## src/rtl/sd_pkg.sv

```systemverilog
// Shared SD host definitions: frame geometry, CRC7 generator and the response FSM states.
package sd_pkg;

  localparam logic [6:0] CRC7_POLY = 7'h09;
  localparam int RESP_LEN = 48;
  localparam int DIR_BIT  = 46;
  localparam int IDX_MSB  = 45;
  localparam int ARG_MSB  = 39;
  localparam int CRC_MSB  = 7;
  localparam int CRC_BITS = 40;

  typedef enum logic [1:0] {
    ST_IDLE,
    ST_WAIT_START,
    ST_RECV,
    ST_DONE
  } state_t;

endpackage

```

## src/rtl/sd_crc7.sv

```systemverilog
// Serial CRC7 (x^7+x^3+1) register, shared by the CMD transmitter and receiver.
// Latency: updated crc visible the clk after en. No backpressure; clr has priority over en.
module sd_crc7
  import sd_pkg::*;
(
  input  logic       clk,
  input  logic       rst_n,
  input  logic       clr,
  input  logic       en,
  input  logic       din,
  output logic [6:0] crc
);

  logic fb;
  assign fb = crc[6] ^ din;

  always_ff @(posedge clk or negedge rst_n) begin
    if (!rst_n) begin
      crc <= 7'h00;
    end else if (clr) begin
      crc <= 7'h00;
    end else if (en) begin
      crc <= {crc[5:0], 1'b0} ^ (fb ? CRC7_POLY : 7'h00);
    end
  end

endmodule

```

## src/rtl/sd_resp_rx.sv

```systemverilog
// SD CMD-line response receiver: waits for the start bit, shifts in 48 bits, checks CRC7/dir/end.
// Latency: done 1 clk after the end-bit strobe. No backpressure; bit_stb paces all progress.
module sd_resp_rx
  import sd_pkg::*;
#(
  parameter int NCR_MAX = 64
) (
  input  logic        clk,
  input  logic        rst_n,
  input  logic        bit_stb,
  input  logic        cmd_in,
  input  logic        arm,
  input  logic        no_crc,
  output logic        busy,
  output logic        done,
  output logic        timeout,
  output logic        crc_ok,
  output logic        dir_err,
  output logic        end_err,
  output logic [5:0]  resp_index,
  output logic [31:0] resp_arg
);

  localparam int NCW = $clog2(NCR_MAX + 1);

  state_t                state;
  logic [NCW-1:0]        ncr_cnt;
  logic [5:0]            bit_cnt;
  logic [RESP_LEN-3:0]   sr;
  logic [RESP_LEN-2:0]   frm;
  logic                  no_crc_q;
  logic                  crc_clr;
  logic                  crc_en;
  logic [6:0]            crc_val;

  // sr holds frame bits 46..1 by the time the end bit arrives; frm lines up with frame positions.
  assign frm     = {sr, cmd_in};
  assign crc_clr = (state == ST_IDLE);
  assign crc_en  = bit_stb &&
                   (((state == ST_WAIT_START) && !cmd_in) ||
                    ((state == ST_RECV) && (bit_cnt < 6'(CRC_BITS))));

  sd_crc7 u_crc7 (
    .clk   (clk),
    .rst_n (rst_n),
    .clr   (crc_clr),
    .en    (crc_en),
    .din   (cmd_in),
    .crc   (crc_val)
  );

  always_ff @(posedge clk or negedge rst_n) begin
    if (!rst_n) begin
      state      <= ST_IDLE;
      ncr_cnt    <= '0;
      bit_cnt    <= '0;
      sr         <= '0;
      no_crc_q   <= 1'b0;
      busy       <= 1'b0;
      done       <= 1'b0;
      timeout    <= 1'b0;
      crc_ok     <= 1'b0;
      dir_err    <= 1'b0;
      end_err    <= 1'b0;
      resp_index <= '0;
      resp_arg   <= '0;
    end else begin
      case (state)
        ST_IDLE: begin
          ncr_cnt <= '0;
          bit_cnt <= '0;
          if (arm) begin
            no_crc_q   <= no_crc;
            busy       <= 1'b1;
            timeout    <= 1'b0;
            crc_ok     <= 1'b0;
            dir_err    <= 1'b0;
            end_err    <= 1'b0;
            resp_index <= '0;
            resp_arg   <= '0;
            state      <= ST_WAIT_START;
          end
        end
        ST_WAIT_START: begin
          if (bit_stb) begin
            if (!cmd_in) begin
              bit_cnt <= 6'd1;
              state   <= ST_RECV;
            end else begin
              ncr_cnt <= ncr_cnt + 1'b1;
              if (ncr_cnt == NCW'(NCR_MAX - 1)) begin
                timeout <= 1'b1;
                done    <= 1'b1;
                busy    <= 1'b0;
                state   <= ST_DONE;
              end
            end
          end
        end
        ST_RECV: begin
          if (bit_stb) begin
            sr      <= {sr[RESP_LEN-4:0], cmd_in};
            bit_cnt <= bit_cnt + 1'b1;
            if (bit_cnt == 6'(RESP_LEN - 1)) begin
              resp_index <= frm[IDX_MSB -: 6];
              resp_arg   <= frm[ARG_MSB -: 32];
              crc_ok     <= no_crc_q || (frm[CRC_MSB -: 7] == crc_val);
              dir_err    <= frm[DIR_BIT];
              end_err    <= !frm[0];
              done       <= 1'b1;
              busy       <= 1'b0;
              state      <= ST_DONE;
            end
          end
        end
        ST_DONE: begin
          done  <= 1'b0;
          state <= ST_IDLE;
        end
        default: state <= ST_IDLE;
      endcase
    end
  end

endmodule

```

## config.mk

```make
export PLATFORM = sky130hd
export DESIGN_NAME = sd_resp_rx
export DESIGN_NICKNAME = d
export VERILOG_FILES = /design/src/rtl/sd_pkg.sv /design/src/rtl/sd_crc7.sv /design/src/rtl/sd_resp_rx.sv
export SDC_FILE = /design/constraint.sdc
export NUM_CORES = 1
export LEC_CHECK = 0
export CAP_MARGIN = 20
export CORE_AREA = 4 4 146 78
export CTS_BUF_LIST = sky130_fd_sc_hd__clkbuf_8
export CTS_CLUSTER_SIZE = 8
export DETAILED_ROUTE_END_ITERATION = 16
export DIE_AREA = 0 0 150 82
export PLACE_DENSITY_LB_ADDON = 0.05
export SYNTH_ARGS = -nofsm -noshare
export SYNTH_HDL_FRONTEND = slang
export SYNTH_SLANG_ARGS = --single-unit
```

## constraint.sdc

```tcl
create_clock -name clk -period 3.9 [get_ports clk]
set_input_delay 0.78 -clock clk [delete_from_list [all_inputs] [get_ports clk]]
set_output_delay 0.78 -clock clk [all_outputs]
set_load 0.1 [all_outputs]
```

==> flow_metrics.tcl <==
set metrics [dict create \
    status "complete, no violations" \
    nFillCells 874 \
    slew_headroom_pct 31.5 \
    clk_pin_slew_worst_paths_ps 70 \
    highest_layer "met4" \
    grt_remaining_overflow 0 \
    p_clk_share_pct 33.2 \
    antennaDiodeCount 0 \
    via_count 3273 \
    synth_xor_xnor_area_share_pct 2.18 \
    switchingPower_w 0.00128 \
    maxCapViolations 0 \
    wl_met2_um 4670 \
    dp_slack_ps 1020 \
    syn_inst 432 \
    slowest_delay_ps 1160 \
    fin_total_pwr_w 0.00359 \
    internal_power_w 0.00231 \
    ir_worst_vdd_mv 0.367 \
    ios 50 \
    ys_ff_latch 113 \
    setup_tns_ps 0 \
    synth_edf_count 0 \
    synth_top_family_by_area "simple AND/OR/NAND/NOR gates" \
    fmax_ghz 0.365 \
    cts_tree "yes" \
    rsz0062_at_grt "false" \
    setup_slack_ps 1160 \
    portBuffers 49 \
    crit_path_end_kind "output port" \
    async_flop_share_pct 100 \
    worstRegToRegCells 6 \
    muxShareOfSynthArea_pct 12.7 \
    met3WireLength_um 375 \
    p_comb_share_pct 28.0 \
    vias_per_cell 5.15 \
    critPathSlowestCell "clkdlybuf4s50_1" \
    grt_pass1_vias 3423 \
    setup_viol 0 \
    coreArea_um2 10000 \
    synth_fa_ha_area_share_pct 1.82 \
    synth-simple-area-share_pct 16.4 \
    antenna_left 0 \
    hold_class "input pin to async pin" \
    cp.arrival_ps 1960 \
    cts_sinks 113 \
    numCtsBuffers 17 \
    place_congestion 0.822 \
    synth_compound_area_share_pct 5.04 \
    dieArea_um2 12300 \
    antenna_found_initial 0 \
    drc 0 \
    yosysUniqueCellTypes 39 \
    hold_viol 0 \
    die_y_um 82 \
    syn2layout_area_growth_pct 21.0 \
    yosys_most_used_dff "dfrtp_1" \
    h-tree-depth 4 \
    path_cells "clkdlybuf4s50_1" \
    wl_met1_um 4450 \
    first_pass_iters 5 \
    cp_num_buf_inv 1 \
    reg2reg_to "u_crc7.crc[2]" \
    cts_setup_buffers 0 \
    wl_per_cell_um 15.1 \
    fin_skew_ps 10.5 \
    nets 495 \
    finalCriticalPeriod_ps 2740 \
    routed_wl_um 9580 \
    final_util_pct 58.1 \
    pwr-share-seq_pct 38.7 \
    multi_input_area_um2 1840 \
    cts_root_buf "clkbuf_8" \
    num_rows 26 \
    rr_startpoint "state[0]" \
    initial_utilization_pct 48.0 \
    grt_first_pass_wirelength_um 16500 \
    syn_avg_cell_area_um2 11.1 \
    grt_use_total_pct 17.4 \
    cts_hold_buf 0 \
    p_leak_nw 2.88 \
    cp_data_required_time_ps 3120 \
    slew_violations 0 \
    synth_nets 445 \
    cts_resized 0 \
    yosys_warnings 0 \
    clock_latency_ps 420 \
    place.detailed.hpwl_um 6250 \
    tightest_slew_ps 1030 \
    r2r_setup_slack_ps 1400 \
    first_iter_violations 186 \
    drive_above_1_share_pct 18.2 \
    synth-seq-area-share_pct 58.8 \
    final-seq-area_um2 2830 \
    powerDensity_nw_per_um2 617 \
    synth_area_um2 4810 \
    cp-start-kind "register" \
    crit_type "register to output port" \
    grt_start_max_net_pins 69 \
    sw_frac_of_total_pct 35.6 \
    period_share_pct 70.3 \
    ctsLongestPathBuffers 2 \
    crit_family "buffers and inverters" \
    cp_max_fo 3 \
    die_w_um 150 \
]
==> layout make-up <==
type,count,share of cell area [%]
Clock buffer,18,4.26
Clock inverter,14,3.27
Inverter,6,0.387
Multi-Input combinational cell,291,31.6
Sequential cell,113,48.6
Tap cell,140,3.01
Timing Repair Buffer,53,8.90
==> how the worst max path moves through the flow <==
stage,start,endpoint,depth (start not counted),slack (ps)
3_5_place_dp,bit_stb,resp_arg[3],7,1020
4_1_cts,crc_ok,crc_ok,1,1120
6_report,crc_ok,crc_ok,1,1160
5_1_grt,crc_ok,crc_ok,1,1080
2_1_floorplan,bit_stb,end_err,7,1900
3_3_place_gp,bit_stb,resp_arg[3],7,1080
==> per-stage QoR <==
stage                     instances  hold slack, ps  area (um^2)
after floorplan                 432             460         4810
after CTS                       635             470         5820
final                           635             459         5820
after detailed placement        603             455         5380
after global placement          603             450         5380
after global routing            635             493         5820
==> flip-flops by register name, summed over array words and instances, names as in the netlist <==
signal      cells
done            1
ncr_cnt         7
crc_ok          1
busy            1
bit_cnt         6
state           2
u_crc7.crc      7
resp_arg       32
timeout         1
dir_err         1
no_crc_q        1
resp_index      6
end_err         1
sr             46
==> synthesized netlist by cell type, types with 5 or more instances <==
cell type,count,area (um^2)
o21ai_0,14,70.1
buf_6,5,56.3
ha_1,7,87.6
mux2_2,47,529
clkbuf_1,8,30.0
dfrtp_1,113,2830
buf_2,5,25.0
xor2_1,7,61.3
xnor2_1,5,43.8
a21oi_1,6,30.0
nand3_1,48,240
mux2i_1,8,80.1
nor2_1,19,71.3
inv_1,6,22.5
nand2_1,93,349
==> power groups by stage <==
| stage | Sequential, W | Combinational [W] | Clock, W |
|---|---|---|---|
| 2_1_floorplan | 0.00150 | 0.000731 | 0 |
| 3_3_place_gp | 0.00140 | 0.000988 | 0 |
| 3_5_place_dp | 0.00141 | 0.00102 | 0 |
| 4_1_cts | 0.00139 | 0.00102 | 0.00123 |
| 5_1_grt | 0.00141 | 0.00111 | 0.00128 |
| 6_report | 0.00139 | 0.00101 | 0.00119 |
==> layer usage <==
metal | up-vias | global-route usage (%)
li1 | 1567 | -
met1 | 1646 | 21.8
met2 | 52 | 28.4
met3 | 8 | 4.63
met4 | 0 | 8.39
met5 | - | 0
==> cells in the final DEF, fill, tap and decap left out, drive strengths merged, types with 5 or more instances in the layout <==
cell type | synthesis | routed
a21oi | 7 | 7
buf | 14 | 5
clkbuf | 8 | 18
clkdlybuf4s50 | 0 | 48
clkinv | 0 | 5
dfrtp | 113 | 113
ha | 7 | 7
inv | 6 | 7
mux2 | 47 | 47
mux2i | 8 | 8
nand2 | 93 | 93
nand3 | 49 | 49
nor2 | 20 | 20
o21ai | 16 | 16
xnor2 | 5 | 5
xor2 | 7 | 7
==> logic make-up (layout without fill, tap and decap cells) <==
logic type | count (synthesis) | count (layout)
AOI/OAI and AO/OA | 37 | 37
xor gates and xnor gates | 12 | 12
adders and majority gates | 7 | 7
buffers and inverters | 28 | 91
DFF | 113 | 113
muxes | 55 | 55
and+or+nand+nor | 180 | 180
No activity file was read; power rests on OpenSTA's default activity.
